==> src/rtl/recirc_pkg.sv <==
// Shared defaults and helpers for the lane recirculation block.
package recirc_pkg;

  localparam int unsigned DefLanes = 4;
  localparam int unsigned DefWidth = 8;
  localparam int unsigned DefDepth = 4;
  localparam int unsigned DefCntW  = 16;

  typedef logic [DefLanes*DefWidth-1:0] lane_bus_t;

  // Bit offset of a lane inside the packed lane bus.
  function automatic int unsigned lane_lsb(input int unsigned lane, input int unsigned width);
    return lane * width;
  endfunction

endpackage

==> src/rtl/recirc_fifo.sv <==
// Synchronous show-ahead FIFO; head reads as zero while empty.
module recirc_fifo #(
  parameter int unsigned WIDTH = 32,
  parameter int unsigned DEPTH = 4
) (
  input  logic             clk,
  input  logic             reset_L,
  input  logic             push,
  input  logic             pop,
  input  logic [WIDTH-1:0] wdata,
  output logic [WIDTH-1:0] rdata,
  output logic             full,
  output logic             empty
);

  localparam int unsigned AW = $clog2(DEPTH);
  localparam int unsigned PW = AW + 1;

  logic [WIDTH-1:0] mem [DEPTH];
  logic [PW-1:0]    wr_ptr_q, wr_ptr_d;
  logic [PW-1:0]    rd_ptr_q, rd_ptr_d;

  // Extra pointer MSB separates the full case from the empty case.
  assign empty = (wr_ptr_q == rd_ptr_q);
  assign full  = (wr_ptr_q[AW] != rd_ptr_q[AW]) && (wr_ptr_q[AW-1:0] == rd_ptr_q[AW-1:0]);
  assign rdata = empty ? '0 : mem[rd_ptr_q[AW-1:0]];

  always_comb begin
    wr_ptr_d = wr_ptr_q;
    rd_ptr_d = rd_ptr_q;
    if (push) wr_ptr_d = wr_ptr_q + PW'(1);
    if (pop && !empty) rd_ptr_d = rd_ptr_q + PW'(1);
  end

  always_ff @(posedge clk) begin
    if (!reset_L) begin
      wr_ptr_q <= '0;
      rd_ptr_q <= '0;
    end else begin
      wr_ptr_q <= wr_ptr_d;
      rd_ptr_q <= rd_ptr_d;
    end
  end

  always_ff @(posedge clk) begin
    if (reset_L && push) mem[wr_ptr_q[AW-1:0]] <= wdata;
  end

endmodule

==> src/rtl/recirc_lanes.sv <==
// Lane demux: valid words go to a forward register, invalid words into the recirculation FIFO.
module recirc_lanes
  import recirc_pkg::*;
#(
  parameter int unsigned LANES = DefLanes,
  parameter int unsigned WIDTH = DefWidth,
  parameter int unsigned DEPTH = DefDepth,
  parameter int unsigned CNT_W = DefCntW
) (
  input  logic                   clk,
  input  logic                   reset_L,
  input  logic                   valid_in,
  input  logic [LANES*WIDTH-1:0] data_in,
  output logic [LANES*WIDTH-1:0] data_mux,
  output logic                   valid_mux,
  output logic [LANES*WIDTH-1:0] probe_data,
  output logic                   probe_valid,
  input  logic                   probe_ready,
  output logic                   fifo_full,
  output logic                   fifo_empty,
  output logic [CNT_W-1:0]       recirc_count,
  output logic [CNT_W-1:0]       drop_count
);

  logic [LANES*WIDTH-1:0] data_mux_q, data_mux_d;
  logic                   valid_mux_q;
  logic [CNT_W-1:0]       recirc_q, drop_q;
  logic                   pop, push_req, push_ok;

  assign probe_valid = !fifo_empty;
  assign pop         = probe_valid && probe_ready;
  assign push_req    = !valid_in;
  // A pop in the same cycle frees the slot for a push into a full FIFO.
  assign push_ok     = push_req && (!fifo_full || pop);

  always_comb begin
    data_mux_d = '0;
    for (int k = 0; k < LANES; k++) begin
      if (valid_in) data_mux_d[lane_lsb(k, WIDTH) +: WIDTH] = data_in[lane_lsb(k, WIDTH) +: WIDTH];
    end
  end

  always_ff @(posedge clk) begin
    if (!reset_L) begin
      data_mux_q  <= '0;
      valid_mux_q <= 1'b0;
      recirc_q    <= '0;
      drop_q      <= '0;
    end else begin
      data_mux_q  <= data_mux_d;
      valid_mux_q <= valid_in;
      if (push_ok && recirc_q != '1) recirc_q <= recirc_q + CNT_W'(1);
      if (push_req && !push_ok && drop_q != '1) drop_q <= drop_q + CNT_W'(1);
    end
  end

  recirc_fifo #(
    .WIDTH(LANES*WIDTH),
    .DEPTH(DEPTH)
  ) u_fifo (
    .clk    (clk),
    .reset_L(reset_L),
    .push   (push_ok),
    .pop    (pop),
    .wdata  (data_in),
    .rdata  (probe_data),
    .full   (fifo_full),
    .empty  (fifo_empty)
  );

  assign data_mux     = data_mux_q;
  assign valid_mux    = valid_mux_q;
  assign recirc_count = recirc_q;
  assign drop_count   = drop_q;

endmodule

==> config.mk <==
export PLATFORM = sky130hd
export DESIGN_NAME = recirc_lanes
export DESIGN_NICKNAME = d
export VERILOG_FILES = /design/src/rtl/recirc_pkg.sv /design/src/rtl/recirc_fifo.sv /design/src/rtl/recirc_lanes.sv
export SDC_FILE = /design/constraint.sdc
export NUM_CORES = 1
export LEC_CHECK = 0
export CAP_MARGIN = 20
export CORE_MARGIN = 2
export CORE_UTILIZATION = 53
export DETAILED_ROUTE_END_ITERATION = 16
export PLACE_DENSITY = 0.8
export SLEW_MARGIN = 15
export SYNTH_ARGS = -nofsm -noshare
export SYNTH_HDL_FRONTEND = slang
export SYNTH_HIERARCHICAL = 1
export SYNTH_SLANG_ARGS = --single-unit
==> constraint.sdc <==
create_clock -name clk -period 4.21 [get_ports clk]
set_input_delay 1.263 -clock clk [delete_from_list [all_inputs] [get_ports clk]]
set_output_delay 1.263 -clock clk [all_outputs]
set_load 0.005 [all_outputs]
==> results.cfg, run 1 <==
[outcome]
outcome = complete, no violations

[detailed_routing]
final_antenna_net_count = 0
drt_iter0_markers = 424
vias = 5146
drt_wl_total_um = 17200
dr.pass1.iters = 4
via_per_inst = 5.82
drc = 0
wire_per_inst_um = 19.5

[clock_network]
cts_tree = yes
post_cts_buffers = 0
clock-sinks = 201
clock_latency_ps = 480
cts-resized-gates = 0
clk_pin_slew_worst_paths_ps = 60
cts_inserted_buffers = 21
cts_hold_buf = 0
cts_max_level = 1
cts.path.max_buffers = 3
cts_root_buf = clkbuf_16

[sta]
finalCritPeriodShare_pct = 93.6
worst_pin_slew_ps = 990
rsz0062_at_grt = false
tns_ps = 0
fmax_ghz = 0.254
setup_viol = 0
hold_violations = 0
skew_ps = 14.4
drv_slew = 0
max_slew_margin_pct = 33.5
fin_crit_ps = 3940

[synthesis]
synth_ff_type = edfxtp_1
ys_async_sr_fraction_pct = 0
syn_inst = 540
synth_nets = 583
synth-edff-count = 128
synth.cell_area_mm2 = 0.00818
synth.distinct_cells = 55
syn_avg_cell_area_um2 = 15.1
synth-seq-cells = 201
synth_seq_area_share_pct = 64.9
ys_warn_count = 6

[setup_path]
cp-start-kind = flop
max_stage_delay_ps = 670
rr_worst_depth = 7
worstSetupEndpointType = primary output
critPathKind = reg2out
crit_required_ps = 2950
path_max_fanout = 17
crit_chain = buf_4 -> mux4_1 -> nor2b_1 -> clkdlybuf4s50_1
cp.arrival_ps = 2680
critPathSlowestCell = dfxtp_2

[pwr]
leakage_uw = 0.00358
power_density_mw_per_mm2 = 484
ir_worst_vdd_uv = 315

[grt]
grt_usage_pct = 21.2
grt_max_degree = 57
antenna_found_initial = 0
grt_pass1_wl_um = 27400
grt_pass1_vias = 5269
grt.overflow.total = 0

[placed_design]
port-buffer-count = 135
hpwl_um = 10800
globalplace.congestion = 0.838

[floorplanning]
core_area_mm2 = 0.0151
num_rows = 45
ioPinCount = 136
initial_utilization_pct = 54.0
dieHeight_um = 128
fp.dieW_um = 128
dieArea_mm2 = 0.0164

[flow_run]
drv_cap = 0

[cells_and_area]
n_antenna_cell = 0
layout_common_cells = clkdlybuf4s50_1, edfxtp_1, dfxtp_1
final_common_cell = clkdlybuf4s50_1
fin_nets = 725
area_delta_synth_final_pct = 26.9
drive_gt1_share_pct = 11.2
utilization_pct = 68.5

[hold_path]
worstHoldPathCells = 2
hold_class = reg2reg
## logic make-up (layout without fill, tap and decap cells)
logic type / after synthesis / count (layout) / share of synthesized area (%)
buffers and inverters: 38 / 194 / 2.65
muxes: 47 / 47 / 11.7
AOI/OAI and AO/OA: 44 / 44 / 3.67
and+or+nand+nor: 198 / 198 / 15.4
adders and majority gates: 7 / 7 / 1.07
xor gates and xnor gates: 5 / 5 / 0.719
DFF: 201 / 201 / 64.9
## where the power goes
part	total (uW)	switching [uW]	leakage [uW]	internal, uW
clock	1740	703	0.000310	1030
combinational	1050	416	0.00151	629
sequential	2240	74.8	0.00176	2160
## critical path: cells and delay by family, from the launching register on
kind,cells,cell delay (ps)
and+or+nand+nor,1,150
muxes,1,610
DFF,1,670
buffers and inverters,2,770
## cell usage after synthesis, types with 11 or more instances
library cell | instances | area (um^2)
nand2b_1 | 15 | 93.8
edfxtp_1 | 128 | 3840
nand3_1 | 15 | 75.1
a21oi_1 | 12 | 60.1
nor2b_1 | 23 | 144
clkbuf_1 | 14 | 52.6
mux2i_1 | 15 | 150
inv_1 | 12 | 45.0
mux4_1 | 22 | 578
and3_1 | 38 | 238
nand4_1 | 12 | 75.1
dfxtp_1 | 73 | 1460
o21ai_0 | 11 | 55.1
nand2_1 | 32 | 120
## worst paths after layout
| check | start | to | slack, ps |
|---|---|---|---|
| max reg2reg | u_fifo/wr_ptr_q[0] | u_fifo/mem[1][24] | 1340 |
| min | u_fifo/rd_ptr_q[2] | u_fifo/rd_ptr_q[2] | 500 |
| min reg2reg | u_fifo/rd_ptr_q[2] | u_fifo/rd_ptr_q[2] | 500 |
| max | flop | probe_data[19] | 270 |
## through the flow
stage,cell area (um^2),cells,setup slack (ps),power (uW),hold WS (ps)
2_1_floorplan,8180,540,388,2870,470
3_3_place_gp,9730,847,783,3300,476
3_5_place_dp,9730,847,748,3340,493
4_1_cts,10400,884,233,5070,498
5_1_grt,10400,884,157,5210,533
6_report,10400,884,268,5020,500
## registers in the layout (all words and copies together), names as in the netlist, named ones only
register / count
valid_mux: 1
u_fifo/rd_ptr_q: 3
u_fifo/wr_ptr_q: 3
recirc_count: 16
u_fifo/mem: 128
drop_count: 16
data_mux: 32
## layer usage
layer	vias up	track usage (%)	routed length (um)
met5	-	0	0
met3	25	4.22	1090
met4	0	5.88	264
li1	2387	-	-
met1	2532	27.7	7270
met2	202	36.2	8610
## area by class of cell
cell class,count,area [um^2]
clock inverter,6,57.6
sequential,201,5310
clock buffer,31,593
inverter,12,45.0
tap,188,235
timing repair buffer,145,1470
fill,992,4770
multi-input combinational,301,2670
No activity file was read; power rests on OpenSTA's default activity.
==> run 2, diff against run 1 <==
- CORE_UTILIZATION: 53 -> 34
- PLACE_DENSITY: 0.8 -> unset
==> run 2 against run 1 <==
Sequential power about the same; die area increased by 54%; design area increased by 2.2%; power increased by 4.7%; sequential cell count unchanged; via count decreased by 1.4%; combinational power about the same; non-clock buffer count decreased by 1; worst setup slack improved by 56 ps; fmax increased by 1.4%; final cell count increased by 15%.
==> results.cfg, run 2 (synthesis results as in run 1) <==
[outcome]
outcome = complete, no violations

[setup_path]
cp-start-kind = flop
critPathKind = reg2out
cp.arrival_ps = 2620
rr_worst_depth = 9
r2r-end = u_fifo/mem[3][12]
reg2reg_setup_slack_ps = 1140
critPathSlowestCell = dfxtp_2
path_max_fanout = 14
crit_required_ps = 2950
max_stage_delay_ps = 600
crit_chain = buf_4 -> mux4_1 -> nor2b_1 -> clkdlybuf4s50_1
reg2reg_from = u_fifo/wr_ptr_q[2]
worstSetupEndpointType = primary output

[sta]
fin_crit_ps = 3890
drv_slew = 0
skew_ps = 9.13
max_slew_margin_pct = 35.5
setup_viol = 0
fmax_ghz = 0.257
rsz0062_at_grt = false
finalCritPeriodShare_pct = 92.3
worst_pin_slew_ps = 959
tns_ps = 0
hold_violations = 0

[detailed_routing]
via_per_inst = 4.97
drt_wl_total_um = 17700
wire_per_inst_um = 17.4
drt_iter0_markers = 215
dr.pass1.iters = 6
drc = 0
vias = 5076
final_antenna_net_count = 0

[placed_design]
globalplace.congestion = 0.818
place_area_mm2 = 0.00984
port-buffer-count = 135
hpwl_um = 11300

[floorplanning]
dieArea_mm2 = 0.0253
num_rows = 56
fp.dieW_um = 159
initial_utilization_pct = 34.7
core_area_mm2 = 0.0235
ioPinCount = 136
dieHeight_um = 159

[clock_network]
cts_inserted_buffers = 23
clock-sinks = 201
cts-resized-gates = 0
cts_max_level = 1
cts_tree = yes
cts_root_buf = clkbuf_16
cts.path.max_buffers = 3
clock_latency_ps = 510
post_cts_buffers = 0
cts_hold_buf = 0
clk_pin_slew_worst_paths_ps = 60

[pwr]
total_power_uw = 5260
seqPwrFrac_pct = 42.3
ir_worst_vdd_uv = 299
power_frac_clock_pct = 37.6
power_density_mw_per_mm2 = 496
leakage_uw = 0.00363
p_int_uw = 3980
combPwrFrac_pct = 20.1
power.switching_uw = 1280
sw_frac_of_total_pct = 24.3

[hold_path]
min_from = u_fifo/rd_ptr_q[2]
hold_class = reg2reg
hold_path_end = u_fifo/rd_ptr_q[2]
worstHoldPathCells = 2

[cells_and_area]
area_delta_synth_final_pct = 29.6
final_common_cell = clkdlybuf4s50_1
largest_reg_flops = 128
fin_nets = 726
layout_common_cells = clkdlybuf4s50_1, edfxtp_1, dfxtp_1
drive_gt1_share_pct = 11.7
fillers = 2077
stdcell_area_mm2 = 0.0106

[grt]
grt.overflow.total = 0
grt_pass1_vias = 5226
grt_max_degree = 59
grt_usage_pct = 13.9
antenna_found_initial = 1
grt_pass1_wl_um = 28500

[flow_run]
drv_cap = 0
==> run 2: worst max-delay path: cells and delay by family, from the launching register on <==
| kind | cells | cell delay (ps) |
|---|---|---|
| flip-flops | 1 | 600 |
| multiplexers | 1 | 580 |
| buffers and inverters | 2 | 790 |
| AND/OR/NAND/NOR | 1 | 140 |
==> run 2: metrics by stage <==
stage	util (%)	cells	hold slack, ps	setup slack [ps]
after floorplan	-	540	470	388
after global placement	41.8	977	483	776
after detailed placement	41.8	977	507	696
after CTS	45.0	1019	517	256
after global routing	45.0	1019	536	159
final	45.0	1021	511	323
==> run 2: routing by layer <==
metal | vias to the layer above | GRT usage [%] | routed length (um)
li1 | 2398 | - | -
met1 | 2475 | 18.5 | 7870
met2 | 176 | 22.8 | 8280
met3 | 27 | 3.67 | 1270
met4 | 0 | 3.18 | 312
met5 | - | 0 | 0
==> run 2: area by class of cell <==
| class | instances | area [um^2] | area share, % |
|---|---|---|---|
| sequential | 201 | 5310 | 50.1 |
| multi-input combinational | 301 | 2670 | 25.2 |
| timing repair buffer | 144 | 1420 | 13.4 |
| clock buffer | 25 | 583 | 5.50 |
| tap | 319 | 399 | 3.76 |
| clock inverter | 17 | 173 | 1.63 |
| inverter | 12 | 45.0 | 0.425 |
| antenna | 2 | 5.00 | 0.0472 |
==> run 2: power groups by stage <==
| stage | combinational, uW | clock [uW] | sequential (uW) |
|---|---|---|---|
| after global routing | 1140 | 2110 | 2240 |
| after detailed placement | 1070 | 0 | 2270 |
| final | 1050 | 1980 | 2230 |
| after global placement | 1060 | 0 | 2270 |
| after floorplan | 645 | 0 | 2230 |
| after CTS | 1080 | 2040 | 2230 |
==> run 2: worst max path at each step <==
stage / start / to / slack (ps) / cells past startpoint
floorplan: valid_in / u_fifo/mem[3][0] / 390 / 6
global placement: probe_ready / u_fifo/mem[3][9] / 780 / 7
detailed placement: probe_ready / u_fifo/mem[3][9] / 700 / 7
CTS: flop / probe_data[18] / 260 / 4
global route: u_fifo/wr_ptr_q[1] / probe_data[5] / 160 / 5
finish: flop / probe_data[19] / 320 / 4
==> run 3, diff against run 2 <==
- GPL_TIMING_DRIVEN: unset -> 0
==> run 3 against run 2 <==
Design area rose by 1.7%; non-clock buffer count rose by 21; combinational power rose by 12%; first-iteration DRC count rose by 27%; via count rose by 3.3%; final cell count rose by 2.0%; power rose by 1.6%; critical endpoint is now fifo_full; largest power group unchanged.
==> results.cfg, run 3 (synthesis results as in run 1) <==
[outcome]
outcome = complete, no violations

[cells_and_area]
regArea_mm2 = 0.00531
area_delta_synth_final_pct = 31.9
layout_common_cells = clkdlybuf4s50_1, edfxtp_1, dfxtp_1
drive_gt1_share_pct = 11.9
multiInputGateArea_mm2 = 0.00267
final_common_cell = clkdlybuf4s50_1
largest_reg_flops = 128
fin_nets = 747
utilization_pct = 45.8
fillers = 2104

[floorplanning]
initial_utilization_pct = 34.7
dieArea_mm2 = 0.0253
ioPinCount = 136
dieHeight_um = 159
fp.dieW_um = 159
num_rows = 56
core_area_mm2 = 0.0235

[setup_path]
max_stage_delay_ps = 640
critPathKind = reg2out
worstSetupEndpointType = primary output
cp.arrival_ps = 2580
cp_top_family = simple AND/OR/NAND/NOR gates
crit_required_ps = 2950
path_max_fanout = 6
crit_chain = xor2_1 -> nor3b_2 -> clkdlybuf4s50_1
cp-start-kind = flop
critPathBufInv = 1
critPathSlowestCell = nor3b_2

[sta]
rsz0062_at_grt = false
fin_ws_ps = 364
drv_slew = 0
worst_pin_slew_ps = 672
tns_ps = 0
setup_viol = 0
hold_violations = 0
fin_crit_ps = 3850
max_slew_margin_pct = 55.2
skew_ps = 17.9
hold_slack_ps = 502
fmax_ghz = 0.260
finalCritPeriodShare_pct = 91.4

[clock_network]
cts.path.max_buffers = 3
cts_root_buf = clkbuf_16
clock_latency_ps = 520
cts_tree = yes
cts_inserted_buffers = 23
cts_hold_buf = 0
clock-sinks = 201
clk_pin_slew_worst_paths_ps = 50
cts_max_level = 1

[detailed_routing]
drt_wl_total_um = 19100
drc = 0
dr.pass1.iters = 4
final_antenna_net_count = 0
drt_iter0_markers = 274
vias = 5242
via_per_inst = 5.04
wire_per_inst_um = 18.3

[pwr]
leakage_uw = 0.00370
total_power_uw = 5340
ir_worst_vdd_uv = 257
power_density_mw_per_mm2 = 495

[grt]
grt_usage_pct = 14.9
antenna_found_initial = 2
grt_pass1_wl_um = 30000
grt_max_degree = 21
grt.overflow.total = 0
grt_pass1_vias = 5399

[placed_design]
hpwl_um = 12700
port-buffer-count = 135
post-place-ws_ps = 324
globalplace.congestion = 0.804

[hold_path]
hold_class = reg2reg

[flow_run]
drv_cap = 0
## run 3: cell types whose count changed in the layout (fill, tap and decap cells not counted), moves of 2 or more
cell             delta
clkdlybuf4s50_1     +2
clkbuf_1           +18
dfxtp_2             -2
dfxtp_1             +2
buf_6               +9
clkinv_4            -2
clkinv_1            -4
buf_4               -7
buf_12              +2
## run 3: per-stage QoR
step	cell area (um^2)	instances
after floorplan	8180	540
after global placement	9930	994
after detailed placement	10000	998
after CTS	10800	1040
after global routing	10800	1040
final	10800	1041
## run 3: final timing paths
check / cells past startpoint / to / slack (ps) / start
setup / recovery: 3 / fifo_full / 360 / u_fifo/wr_ptr_q[2]
hold / removal: 2 / recirc_count[7] / 500 / recirc_count[7]
setup reg to reg: 11 / u_fifo/mem[3][3] / 950 / u_fifo/wr_ptr_q[1]
hold reg to reg: 2 / recirc_count[7] / 500 / recirc_count[7]
## run 3: final cells by class
cell class	instances	share of cell area, %
antenna	1	0.0232
buffer	26	1.59
clock buffer	29	5.55
clock inverter	13	1.42
inverter	12	0.418
multi-input combinational	301	24.8
sequential	201	49.2
tap	319	3.70
timing repair buffer	139	13.3
## run 3: layer usage
metal / global-route usage, % / routed length [um] / part of all wire [%]
met5: 0 / 0 / 0
met4: 2.69 / 285 / 1.5
met3: 4.30 / 1430 / 7.5
met2: 25.5 / 9150 / 48
met1: 19.0 / 8240 / 43
## run 3: worst register-to-register path: cells and delay by family (launching register included)
| kind | cells | cell delay, ps |
|---|---|---|
| AOI/OAI and AO/OA | 1 | 250 |
| and+or+nand+nor | 4 | 910 |
| xor gates and xnor gates | 1 | 360 |
| buffers and inverters | 5 | 930 |
| DFF | 1 | 500 |
## run 3: repair_timing
| item | 4_1_cts | 5_1_grt |
|---|---|---|
| setup buffers | 0 | 0 |
| setup endpoints to repair | 0 | 1 |
| resized for setup | 0 | 1 |
## run 3: power by group
part           switching (uW)  internal (uW)  total (uW)
Clock                     773           1200        1970
Sequential               30.2           2160        2190
Combinational             505            674        1180
Total                    1310           4030        5340
